<file path="config.mk">
export PLATFORM = sky130hd
export DESIGN_NAME = parity_serial_tx
export DESIGN_NICKNAME = d
export VERILOG_FILES = /design/src/rtl/parity_serial_tx.sv
export SDC_FILE = /design/constraint.sdc
export NUM_CORES = 1
export LEC_CHECK = 0
export ABC_AREA = 1
export CORE_MARGIN = 3
export CORE_UTILIZATION = 40
export DETAILED_ROUTE_END_ITERATION = 10
export PLACE_DENSITY = 0.68
export SLEW_MARGIN = 20
export SYNTH_ARGS = -nofsm -noshare
export SYNTH_HDL_FRONTEND = slang
export SYNTH_SLANG_ARGS = --single-unit
</file>
<file path="constraint.sdc">
create_clock -name clk -period 1.45 [get_ports clk]
set_input_delay 0.29 -clock clk [delete_from_list [all_inputs] [get_ports clk]]
set_output_delay 0.29 -clock clk [all_outputs]
set_load 0.01 [all_outputs]
</file>
<file path="src/rtl/parity_serial_tx.sv">
// Serial parity framer: shifts a DATA_W-bit word out LSB first, then one parity bit.
// Outputs are flopped from next-state values, so there is no combinational path from start or din.
module parity_serial_tx #(
    parameter int DATA_W     = 8,
    parameter bit ODD_PARITY = 1'b0
) (
    input  logic              clk,
    input  logic              rst_n,
    input  logic              start,
    input  logic [DATA_W-1:0] din,
    output logic              ready,
    output logic              x,
    output logic              valid,
    output logic              is_par,
    output logic              done
);

    localparam int CNT_W = $clog2(DATA_W + 1);

    typedef enum logic [1:0] {
        IDLE   = 2'd0,
        DATA   = 2'd1,
        PARITY = 2'd2
    } state_t;

    state_t            r_state, w_state_next;
    logic [DATA_W-1:0] r_shreg, w_shreg_next;
    logic [CNT_W-1:0]  r_cnt, w_cnt_next;
    logic              r_acc, w_acc_next;
    logic              r_x, w_x_next;
    logic              r_valid, w_valid_next;
    logic              r_is_par, w_is_par_next;
    logic              r_done, w_done_next;
    logic              r_ready, w_ready_next;
    logic              w_accept;

    assign w_accept = start & r_ready;

    always_ff @(posedge clk or negedge rst_n) begin
        if (!rst_n) begin
            r_state  <= IDLE;
            r_shreg  <= '0;
            r_cnt    <= '0;
            r_acc    <= 1'b0;
            r_x      <= 1'b0;
            r_valid  <= 1'b0;
            r_is_par <= 1'b0;
            r_done   <= 1'b0;
            r_ready  <= 1'b1;
        end else begin
            r_state  <= w_state_next;
            r_shreg  <= w_shreg_next;
            r_cnt    <= w_cnt_next;
            r_acc    <= w_acc_next;
            r_x      <= w_x_next;
            r_valid  <= w_valid_next;
            r_is_par <= w_is_par_next;
            r_done   <= w_done_next;
            r_ready  <= w_ready_next;
        end
    end

    always_comb begin
        w_state_next = r_state;
        w_shreg_next = r_shreg;
        w_cnt_next   = r_cnt;
        w_acc_next   = r_acc;

        case (r_state)
            IDLE: begin
                if (w_accept) begin
                    w_state_next = DATA;
                    w_shreg_next = din;
                    w_cnt_next   = '0;
                    w_acc_next   = ODD_PARITY;
                end
            end
            DATA: begin
                // Parity is folded in from the bit on the line, so it always matches what was sent.
                w_acc_next   = r_acc ^ r_shreg[0];
                w_shreg_next = r_shreg >> 1;
                w_cnt_next   = r_cnt + CNT_W'(1);
                if (r_cnt == CNT_W'(DATA_W - 1)) begin
                    w_state_next = PARITY;
                end
            end
            PARITY: begin
                if (w_accept) begin
                    w_state_next = DATA;
                    w_shreg_next = din;
                    w_cnt_next   = '0;
                    w_acc_next   = ODD_PARITY;
                end else begin
                    w_state_next = IDLE;
                end
            end
            default: begin
                w_state_next = IDLE;
            end
        endcase
    end

    // Output flops take what the next state will present, keeping bit 0 one cycle after accept.
    always_comb begin
        w_x_next      = 1'b0;
        w_valid_next  = 1'b0;
        w_is_par_next = 1'b0;
        w_done_next   = 1'b0;
        w_ready_next  = (w_state_next != DATA);

        case (w_state_next)
            DATA: begin
                w_x_next     = w_shreg_next[0];
                w_valid_next = 1'b1;
            end
            PARITY: begin
                w_x_next      = w_acc_next;
                w_valid_next  = 1'b1;
                w_is_par_next = 1'b1;
                w_done_next   = 1'b1;
            end
            default: begin
                w_x_next = 1'b0;
            end
        endcase
    end

    assign x      = r_x;
    assign valid  = r_valid;
    assign is_par = r_is_par;
    assign done   = r_done;
    assign ready  = r_ready;

endmodule

</file>
==> impl_metrics.toml <==
[run_status]
outcome = "completed"

[setup_path]
path_cells = "dlygate4sd2_1"
crit_path_end_kind = "primary output"
r2r_slack_ns = 0.13
cp.arrival_ns = 1.10
rr_worst_depth = 7
crit_slowest_cell = "dfstp_2"
critical_path_buf_inv_count = 1
start_kind = "flip-flop"
r2r_start = "ready"
endpoint = "ready"
crit_family = "flip-flops"
crit_path_start = "ready"
crit_fanout = 2
rr_endpoint = "r_cnt[3]"
cp.required_ns = 1.16
path_depth = 1
worstSetupPathType = "flip-flop to primary output"
slowest_delay_ns = 0.54

[finish]
antenna_cells = 0
drive_gt1_share_pct = 18.2
seqCellArea_um2 = 477
final_cell_mix = "nand2_1 (34), dfrtp_1 (18), nand3_1 (10), clkdlybuf4s50_1 (10), inv_1 (9)"
multi_input_area_um2 = 345
fin_cells = 148
final_common_cell = "nand2_1"
post-route-cell-area_um2 = 1120
nNetsFinal = 134
fillers = 188
area_growth_syn_to_layout_pct = 26.7

[sta]
worst_clock_skew_ns = 0.00369
finalSetupViolCount = 0
fin_ws_ns = 0.0648
fin_crit_sh_pct = 95.5
fin_crit_ns = 1.39
hold_viol = 0
tightest_slew_ns = 0.269
rsz0062_at_grt = "no"
tns_ns = 0
fmax_mhz = 722
slew_headroom_pct = 82.1
finalMaxSlewViolations = 0

[floorplan]
die_w_um = 53.0
io_pins = 16
die_area_um2 = 2800
rows = 16
initial_core_util_pct = 43.6
core_um2 = 2020
die_h_um = 53.0

[routing]
drt_wl_total_um = 1660
firstDrtPassIters = 3
vias = 692
ant_nets = 0
viasPerCell = 4.68
drc = 0
detail_route.iter0.violations = 3
wl_per_cell_um = 11.2

[placement]
port-buffer-count = 15
gp_congestion = 0.706
placed_cells = 144
post_dp_cell_area_um2 = 1100
dpl.hpwl_um = 1280
pre_cts_ws_ns = -0.0471

[clocking]
cts_tree = "done"
clk_pin_slew_worst_paths_ns = 0.11
post_cts_buffers = 0
root_buffer = "clkbuf_4"
worstSkewPairLatency_ns = 0.29
cts_hold_buf = 0
cts_inserted_buffers = 3
h-tree-depth = 1
clock-sinks = 19
cts_buffer_depth = 2

[yosys]
synthAdderAreaFrac_pct = 1.42
synth_top_family_by_area = "simple AND/OR/NAND/NOR gates"
syn_area_per_cell_um2 = 9.00
synth_compound_area_share_pct = 6.38
synthXorXnorAreaFrac_pct = 0
netlist_area_um2 = 882
synthMuxAreaShare_pct = 0
netlist_instances = 98
yosysUniqueCellTypes = 21
synth-simple-area-share_pct = 31.3
ys_ff_latch = 19
syn_nets = 110
ys_seq_area_share_pct = 54.0
ys.warnings.count = 0

[global_routing]
grt_max_degree = 20
gr-usage-all-layers_pct = 14.9
globalRouteOverflowTotal = 0
first_global_vias = 691
grt_pass1_wl_um = 3030
grt_antenna_before_repair = 0

[power]
irDropWorstVdd_mv = 1.09
powerDensity_nw_per_um2 = 1930
p_leak_nw = 0.568

[job]
cap_violations = 0

[hold_path]
hold_path.class = "input pin to async pin"
-- Yosys cell counts --
library cell | count | area (um^2)
a21oi_1 | 1 | 5.00
buf_4 | 1 | 7.51
clkinv_4 | 1 | 8.76
dfrtp_1 | 18 | 450
dfstp_2 | 1 | 26.3
ha_1 | 1 | 12.5
inv_1 | 9 | 33.8
inv_2 | 1 | 3.75
inv_4 | 1 | 6.26
nand2_1 | 34 | 128
nand2_4 | 3 | 33.8
nand3_1 | 10 | 50.1
nand3_4 | 1 | 17.5
nand4_1 | 2 | 12.5
nor2_1 | 6 | 22.5
nor2_2 | 2 | 12.5
o211ai_1 | 1 | 7.51
o21ai_0 | 1 | 5.00
o21ai_1 | 1 | 5.00
o21ai_2 | 2 | 17.5
o21ai_4 | 1 | 16.3
-- sequential cells by signal, indices dropped and copies added (netlist names) --
signal   cells
done         1
r_acc        1
r_cnt        4
r_shreg      8
r_state      2
ready        1
valid        1
x            1
-- final cells by class --
type	instances	area share, %
clock inverters	1	0.448
multi-input cells	66	30.9
clock buffers	3	2.02
well taps	27	3.02
repair buffers	20	16.2
flip-flops and latches	19	42.7
inverters	12	4.70
-- repair_timing --
| action | 4_1_cts | 5_1_grt |
|---|---|---|
| endpoints found under the hold margin | 0 | 0 |
| endpoints found under the setup margin | 5 | 0 |
| gates resized for setup | 5 | 0 |
-- routing by layer --
| metal | global-route usage, % | up-vias | part of all wire [%] |
|---|---|---|---|
| li1 | - | 353 | - |
| met1 | 17.4 | 323 | 42 |
| met2 | 27.1 | 12 | 52 |
| met3 | 2.82 | 4 | 3.8 |
| met4 | 5.11 | 0 | 1.9 |
| met5 | 0 | - | 0 |
-- power by group --
part           total, W  internal (W)  switching, W
combinational  0.000975      0.000392      0.000583
sequential     0.000909      0.000764      0.000145
clock          0.000271      0.000103      0.000168
-- stage by stage --
stage / hold slack, ns / total power [W] / utilization [%]
after floorplan: -0.00559 / 0.00161 / -
after global placement: 0.465 / 0.00191 / 54.2
after detailed placement: 0.470 / 0.00194 / 54.2
after CTS: 0.322 / 0.00219 / 55.3
after global routing: 0.328 / 0.00237 / 55.3
final: 0.315 / 0.00215 / 55.3
-- how the worst min path moves through the flow --
stage                             to  slack [ns]        from
final                     r_state[1]        0.32       rst_n
after global routing      r_state[1]        0.33       rst_n
after CTS                 r_state[1]        0.32       rst_n
after detailed placement  r_shreg[7]        0.47  r_shreg[7]
after global placement    r_shreg[7]        0.47  r_shreg[7]
after floorplan                 done      -0.006       rst_n
-- kinds of logic after synthesis --
kind of cell	after synthesis
AO/OA/AOI/OAI	7
buffers and inverters	13
flip-flops	19
AND/OR/NAND/NOR	58
adder cells (fa/ha/maj)	1
Power figures use the tool's default switching activity.
